`config.mk`:
```
export PLATFORM = sky130hd
export DESIGN_NAME = fmsynth_seq
export DESIGN_NICKNAME = d
export VERILOG_FILES = /design/src/rtl/fmsynth_seq.sv
export SDC_FILE = /design/constraint.sdc
export NUM_CORES = 1
export LEC_CHECK = 0
export ABC_AREA = 1
export CAP_MARGIN = 20
export CELL_PAD_IN_SITES_DETAIL_PLACEMENT = 0
export CELL_PAD_IN_SITES_GLOBAL_PLACEMENT = 1
export CORE_ASPECT_RATIO = 0.9
export CORE_UTILIZATION = 40
export CTS_BUF_LIST = sky130_fd_sc_hd__clkbuf_16
export CTS_CLUSTER_DIAMETER = 60
export CTS_CLUSTER_SIZE = 40
export DETAILED_ROUTE_END_ITERATION = 12
export GPL_TIMING_DRIVEN = 0
export HOLD_SLACK_MARGIN = 0.02
export PLACE_DENSITY = 0.78
export SKIP_LAST_GASP = 1
export SYNTH_ARGS = -nofsm -noshare
export SYNTH_HDL_FRONTEND = slang
export SYNTH_SLANG_ARGS = --single-unit
```
`constraint.sdc`:
```
create_clock -name clk -period 5.1 [get_ports clk]
set_clock_uncertainty 0.2 [all_clocks]
set_input_delay 0.765 -clock clk [delete_from_list [all_inputs] [get_ports clk]]
set_output_delay 0.765 -clock clk [all_outputs]
set_load 0.01 [all_outputs]
```
`src/rtl/fmsynth_seq.sv`:
```
// fmsynth_seq: FIFO-driven timed register-write player plus CPU/player fmsynth bus arbiter.
// Define FMSYNTH_SEQ_IRQ_EN to add the LWM register (addr 3) and the low-water irq.
module fmsynth_seq #(
  parameter int DEPTH_LOG2 = 4
) (
  input  logic        clk,
  input  logic        reset,
  input  logic [1:0]  ctl_addr,
  input  logic [31:0] ctl_wrdata,
  input  logic        ctl_wren,
  output logic [31:0] ctl_rddata,
  input  logic [7:0]  cpu_fm_addr,
  input  logic [31:0] cpu_fm_wrdata,
  input  logic        cpu_fm_wren,
  input  logic        cpu_fm_rden,
  output logic [31:0] cpu_fm_rddata,
  output logic        cpu_fm_wait,
  output logic [7:0]  fm_addr,
  output logic [31:0] fm_wrdata,
  output logic        fm_wren,
  input  logic [31:0] fm_rddata,
  input  logic        fm_wait,
  input  logic        sample_tick,
  output logic        irq
);
  localparam int DEPTH = 1 << DEPTH_LOG2;
  localparam int CW = DEPTH_LOG2 + 1;
  localparam logic [DEPTH_LOG2-1:0] P1 = 1;
  localparam logic [CW-1:0] C1 = 1;
  localparam logic [CW-1:0] CFULL = CW'(DEPTH);

  typedef enum logic [1:0] {
    S_IDLE,
    S_FETCH,
    S_WRITE,
    S_WAIT
  } state_t;

  state_t                r_state;
  logic [40:0]           r_mem [DEPTH];
  logic [DEPTH_LOG2-1:0] r_wptr;
  logic [DEPTH_LOG2-1:0] r_rptr;
  logic [CW-1:0]         r_count;
  logic [8:0]            r_stage;
  logic                  r_run;
  logic                  r_ovf;
  logic [40:0]           r_ent;
  logic [15:0]           r_ticks;

  logic       w_cpu_req;
  logic       w_ctrl_wr;
  logic       w_push;
  logic       w_push_ok;
  logic       w_flush;
  logic       w_empty;
  logic       w_full;
  logic       w_pop;
  logic       w_owner;
  logic       w_busy;
  logic [7:0] w_cnt8;

  assign w_cpu_req = cpu_fm_wren | cpu_fm_rden;
  assign w_ctrl_wr = ctl_wren && (ctl_addr == 2'd2);
  assign w_push    = ctl_wren && (ctl_addr == 2'd1);
  assign w_flush   = w_ctrl_wr && ctl_wrdata[1];
  assign w_empty   = (r_count == '0);
  assign w_full    = (r_count == CFULL);
  assign w_push_ok = w_push && !w_full && !w_flush;
  assign w_cnt8    = 8'(r_count);
  assign w_busy    = (r_state != S_IDLE);
  assign w_owner   = (r_state == S_WRITE);

  // A pending CPU request holds the player off between transactions.
  assign w_pop = (r_state == S_IDLE) && r_run && !w_empty
              && !w_cpu_req && !w_flush;

  always_ff @(posedge clk) begin
    if (w_push_ok)
      r_mem[r_wptr] <= {r_stage, ctl_wrdata};
  end

  always_ff @(posedge clk or posedge reset) begin
    if (reset) begin
      r_wptr  <= '0;
      r_rptr  <= '0;
      r_count <= '0;
    end else if (w_flush) begin
      r_wptr  <= '0;
      r_rptr  <= '0;
      r_count <= '0;
    end else begin
      if (w_push_ok)
        r_wptr <= r_wptr + P1;
      if (w_pop)
        r_rptr <= r_rptr + P1;
      if (w_push_ok && !w_pop)
        r_count <= r_count + C1;
      else if (!w_push_ok && w_pop)
        r_count <= r_count - C1;
    end
  end

  always_ff @(posedge clk or posedge reset) begin
    if (reset) begin
      r_stage <= '0;
      r_run   <= 1'b0;
      r_ovf   <= 1'b0;
    end else begin
      if (ctl_wren && (ctl_addr == 2'd0))
        r_stage <= ctl_wrdata[8:0];
      if (w_ctrl_wr)
        r_run <= ctl_wrdata[0];
      if (w_ctrl_wr && ctl_wrdata[2])
        r_ovf <= 1'b0;
      else if (w_push && w_full && !w_flush)
        r_ovf <= 1'b1;
    end
  end

  always_ff @(posedge clk or posedge reset) begin
    if (reset) begin
      r_state <= S_IDLE;
      r_ent   <= '0;
      r_ticks <= '0;
    end else begin
      unique case (r_state)
        S_IDLE: begin
          if (w_pop) begin
            r_ent   <= r_mem[r_rptr];
            r_state <= S_FETCH;
          end
        end
        S_FETCH: begin
          if (!r_ent[40]) begin
            r_state <= S_WRITE;
          end else begin
            r_ticks <= r_ent[15:0];
            r_state <= (r_ent[15:0] == 16'd0) ? S_IDLE : S_WAIT;
          end
        end
        S_WRITE: begin
          if (!fm_wait)
            r_state <= S_IDLE;
        end
        S_WAIT: begin
          if (w_flush) begin
            r_state <= S_IDLE;
          end else if (r_run && sample_tick) begin
            r_ticks <= r_ticks - 16'd1;
            if (r_ticks == 16'd1)
              r_state <= S_IDLE;
          end
        end
        default: r_state <= S_IDLE;
      endcase
    end
  end

  assign fm_addr       = w_owner ? r_ent[39:32] : cpu_fm_addr;
  assign fm_wrdata     = w_owner ? r_ent[31:0]  : cpu_fm_wrdata;
  assign fm_wren       = w_owner ? 1'b1         : cpu_fm_wren;
  assign cpu_fm_wait   = w_owner ? w_cpu_req    : fm_wait;
  assign cpu_fm_rddata = fm_rddata;

`ifdef FMSYNTH_SEQ_IRQ_EN
  logic [7:0] r_lwm;
  logic       r_irq;

  always_ff @(posedge clk or posedge reset) begin
    if (reset) begin
      r_lwm <= '0;
      r_irq <= 1'b0;
    end else begin
      if (ctl_wren && (ctl_addr == 2'd3))
        r_lwm <= ctl_wrdata[7:0];
      r_irq <= r_run && (w_cnt8 <= r_lwm) && !w_flush;
    end
  end

  assign irq = r_irq;
`else
  assign irq = 1'b0;
`endif

  always_comb begin
    ctl_rddata = '0;
    unique case (ctl_addr)
      2'd0: ctl_rddata = {23'd0, r_stage};
      2'd1: ctl_rddata = '0;
      2'd2: ctl_rddata = {16'd0, w_cnt8, 3'd0, w_full,
                          w_empty, r_ovf, w_busy, r_run};
`ifdef FMSYNTH_SEQ_IRQ_EN
      2'd3: ctl_rddata = {24'd0, r_lwm};
`else
      2'd3: ctl_rddata = '0;
`endif
    endcase
  end

endmodule

```
==> out/qor.tcl <==
set qor(design.final.nets) 3269
set qor(critical_path_at_ps) 3020
set qor(start_util) 0.404
set qor(drt_pre_antenna_iters) 7
set qor(max_freq_ghz) 0.251
set qor(worstSetupEndpointType) {primary output}
set qor(ys_top_cells_by_area) {sky130_fd_sc_hd__edfxtp_1 (63%), sky130_fd_sc_hd__nand2_1 (13%), sky130_fd_sc_hd__nand3_1 (8.3%)}
set qor(setup_failing_eps_final) 0
set qor(synth-compound-area-share) 0.0246
set qor(grt_pass1_vias) 20600
set qor(path_class) {flop to primary output}
set qor(drt-initial-drc-count) 2481
set qor(drt-vias-per-instance) 5.23
set qor(deepest_clock_path_buffer_count) 3
set qor(post-synth-top-count-cell) {sky130_fd_sc_hd__nand2_1}
set qor(post_route_cells_drive_above_1_share) 0.101
set qor(cts_hold_repair.buffers) 0
set qor(htreeDepth) 2
set qor(worst-slew-pin-transition_ps) 1260
set qor(synthesis.area_sq_um) 31400
set qor(synth_commonest_cells) {sky130_fd_sc_hd__nand2_1 (1054), sky130_fd_sc_hd__edfxtp_1 (656), sky130_fd_sc_hd__nand3_1 (523), sky130_fd_sc_hd__buf_4 (93), sky130_fd_sc_hd__inv_1 (84)}
set qor(grt_overflow) 0
set qor(postCtsResizedCells) 0
set qor(post_synth_mux_area_share) 0.00143
set qor(synthCells) 2882
set qor(cts.root.buffer_cell) {sky130_fd_sc_hd__clkbuf_16}
set qor(worstPathMaxFanout) 10
set qor(grt_antenna_before_repair) 0
set qor(syn-mean-instance-area_sq_um) 10.9
set qor(synth_adder_area_share) 0.00502
set qor(global_route.usage.total) 0.234
set qor(overall_routed_net_length_um) 93700
set qor(cts_buffers) 45
set qor(register_area_sq_um) 21800
set qor(io_pins) 220
set qor(antenna_diode_count) 0
set qor(multiInputGateArea_sq_um) 8200
set qor(finalWeightedCongestion) 0.892
set qor(fill_cells) 6996
set qor(p_leak_nw) 13.9
set qor(cts_tree) {yes}
set qor(final_antenna_net_count) 0
set qor(clk_pin_slew_ps) 90
set qor(netSwitchingPower_mw) 6.58
set qor(post_cts_buffers) 0
set qor(share_comb_of_total_power) 0.340
set qor(vdd_ir_drop_max_mv) 0.266
set qor(rsz0062_at_grt) {no}
set qor(power.share.sequential) 0.421
set qor(internal_power_mw) 10.8
set qor(synthXorXnorAreaFrac) 0.000836
set qor(dp.cells) 4136
set qor(synth_top_area_frac) 0.627
set qor(dp.final_hpwl_um) 62600
set qor(number_of_synthesized_flops_with_an_enable_pin) 656
set qor(grt_max_degree) 52
set qor(postLayoutSetupSlackWorst_ps) 1110
set qor(required_ps) 4140
set qor(outcome) {finished, final reports clean}
set qor(power.total_mw) 17.3
set qor(yosys_warnings) 0
set qor(die_area_sq_um) 79700
set qor(finalHoldViolations) 0
set qor(power_density_nw_per_um2) 471
set qor(clock_power_share) 0.239
set qor(layout.cells.non_filler) 4218
set qor(synth_async_sr_flop_share) 0.112
set qor(timing.max_slew.rel_slack) 0.157
set qor(timing.final.max_slew_violations) 0
set qor(layout_overhead_on_the_synthesized_area_pct) 17.2
set qor(postSynthRegisterBits) 739
set qor(buffer_ports.inserted) 167
set qor(die_h_um) 268
set qor(via_count) 22100
set qor(synth_top_cell_by_area) {sky130_fd_sc_hd__edfxtp_1}
set qor(grt_pass1_wl_um) 136000
set qor(synth_cell_type_count) 39
set qor(cts_sinks) 739
set qor(detail_route.wl_per_cell_um) 22.2
set qor(synth-main-ff-cell) {sky130_fd_sc_hd__edfxtp_1}
set qor(detail_route.drc_violations) 0
set qor(final_min_period_over_clock_period) 0.782
set qor(startpoint_type) {flop}
set qor(clock_period_minus_final_worst_setup_slack_ps) 3990
set qor(pre_cts_slack_ps) 1300
set qor(clkLatencyLatePin_ps) 630
set qor(synth_top_family_by_area) {simple AND/OR/NAND/NOR gates}
set qor(die_width_um) 297
set qor(switching_share) 0.379
set qor(yosysSeqAreaShare) 0.693
set qor(final_util) 0.473
set qor(simple_gate_portion_of_the_synthesized_area) 0.223
set qor(max_cap_violations) 0
set qor(number_of_cell_rows) 97
set qor(regToRegSetupSlack_ps) 2240
set qor(hold_class) {primary input to async pin}
set qor(core_sq_um) 77800
set qor(whs_ps) 308
-- cell usage in the layout (no fill, tap or decap), types with 6 or more instances in the layout --
master,count
sky130_fd_sc_hd__a21oi_1,22
sky130_fd_sc_hd__buf_1,10
sky130_fd_sc_hd__buf_12,23
sky130_fd_sc_hd__buf_2,70
sky130_fd_sc_hd__buf_4,93
sky130_fd_sc_hd__buf_6,7
sky130_fd_sc_hd__clkbuf_1,33
sky130_fd_sc_hd__clkbuf_16,47
sky130_fd_sc_hd__clkdlybuf4s50_1,167
sky130_fd_sc_hd__clkinv_8,6
sky130_fd_sc_hd__conb_1,20
sky130_fd_sc_hd__dfrtp_1,83
sky130_fd_sc_hd__edfxtp_1,656
sky130_fd_sc_hd__ha_1,11
sky130_fd_sc_hd__inv_1,87
sky130_fd_sc_hd__inv_12,6
sky130_fd_sc_hd__inv_8,8
sky130_fd_sc_hd__nand2_1,1054
sky130_fd_sc_hd__nand3_1,523
sky130_fd_sc_hd__nand4_1,11
sky130_fd_sc_hd__nor2_1,47
sky130_fd_sc_hd__nor2_4,17
sky130_fd_sc_hd__o21ai_0,68
sky130_fd_sc_hd__o21ai_1,51
-- metrics by stage --
step	TNS, ps	instance area [sq um]
2_1_floorplan	0	31500
5_1_grt	0	36800
4_1_cts	0	36800
6_report	0	36800
3_5_place_dp	0	35200
3_3_place_gp	-959030	34500
-- metal layers --
layer	part of all wire	track usage	vias to the layer above
li1	-	-	10300
met1	0.42	0.324	10600
met2	0.47	0.380	939
met3	0.078	0.0287	144
met4	0.034	0.0841	0
met5	0	0	-
-- worst max-delay path, cell delays in order, from the launching register on --
cell and delay, ps:
sky130_fd_sc_hd__dfrtp_1 460, sky130_fd_sc_hd__inv_1 100, sky130_fd_sc_hd__nor2_1 70, sky130_fd_sc_hd__inv_2 180
sky130_fd_sc_hd__clkbuf_1 780, sky130_fd_sc_hd__nand2_1 130, sky130_fd_sc_hd__o21ai_0 110, sky130_fd_sc_hd__clkdlybuf4s50_1 570
-- final cells by class --
type,instances,area share
Timing Repair Buffer,196,0.0620
Inverter,92,0.00958
Buffer,213,0.0350
Clock buffer,47,0.0319
Multi-Input combinational cell,1857,0.223
Tap cell,1039,0.0353
Sequential cell,739,0.591
Clock inverter,35,0.0119
-- kinds of logic (layout without fill, tap and decap cells) --
group / count (synthesis) / in the layout
AO/OA/AOI/OAI: 149 / 149
adder cells (fa/ha/maj): 12 / 12
buffers and inverters: 305 / 583
AND/OR/NAND/NOR: 1669 / 1669
flip-flops: 739 / 739
multiplexers: 4 / 4
XOR/XNOR: 3 / 3
other: 1 / 20
-- flip-flops by register name, summed over array words and instances, names as in the netlist --
register and cells:
r_ticks 16, r_state 2, r_mem 656, r_stage 9, r_ent 41, r_rptr 4, r_run 1, r_wptr 4
r_count 5, r_ovf 1
-- worst paths after layout --
kind	startpoint	to	cells after the start
max	r_state[1]	fm_wrdata[12]	7
min	reset	r_state[1]	2
max reg2reg	r_count[0]	r_mem[8][21]	7
min reg2reg	r_ent[25]	r_ent[25]	2
max in group asynchronous	reset	r_ent[27]	3
min in group clk	r_ent[25]	r_ent[25]	2
-- power by group through the flow --
stage / Sequential, mW / Combinational, mW / Clock, mW
5_1_grt: 7.34 / 6.48 / 4.43
6_report: 7.30 / 5.89 / 4.14
3_5_place_dp: 7.43 / 5.87 / 0
4_1_cts: 7.29 / 5.89 / 4.20
2_1_floorplan: 7.33 / 3.49 / 0
3_3_place_gp: 7.44 / 5.76 / 0
Note: power is estimated with default switching activity, not from simulation.
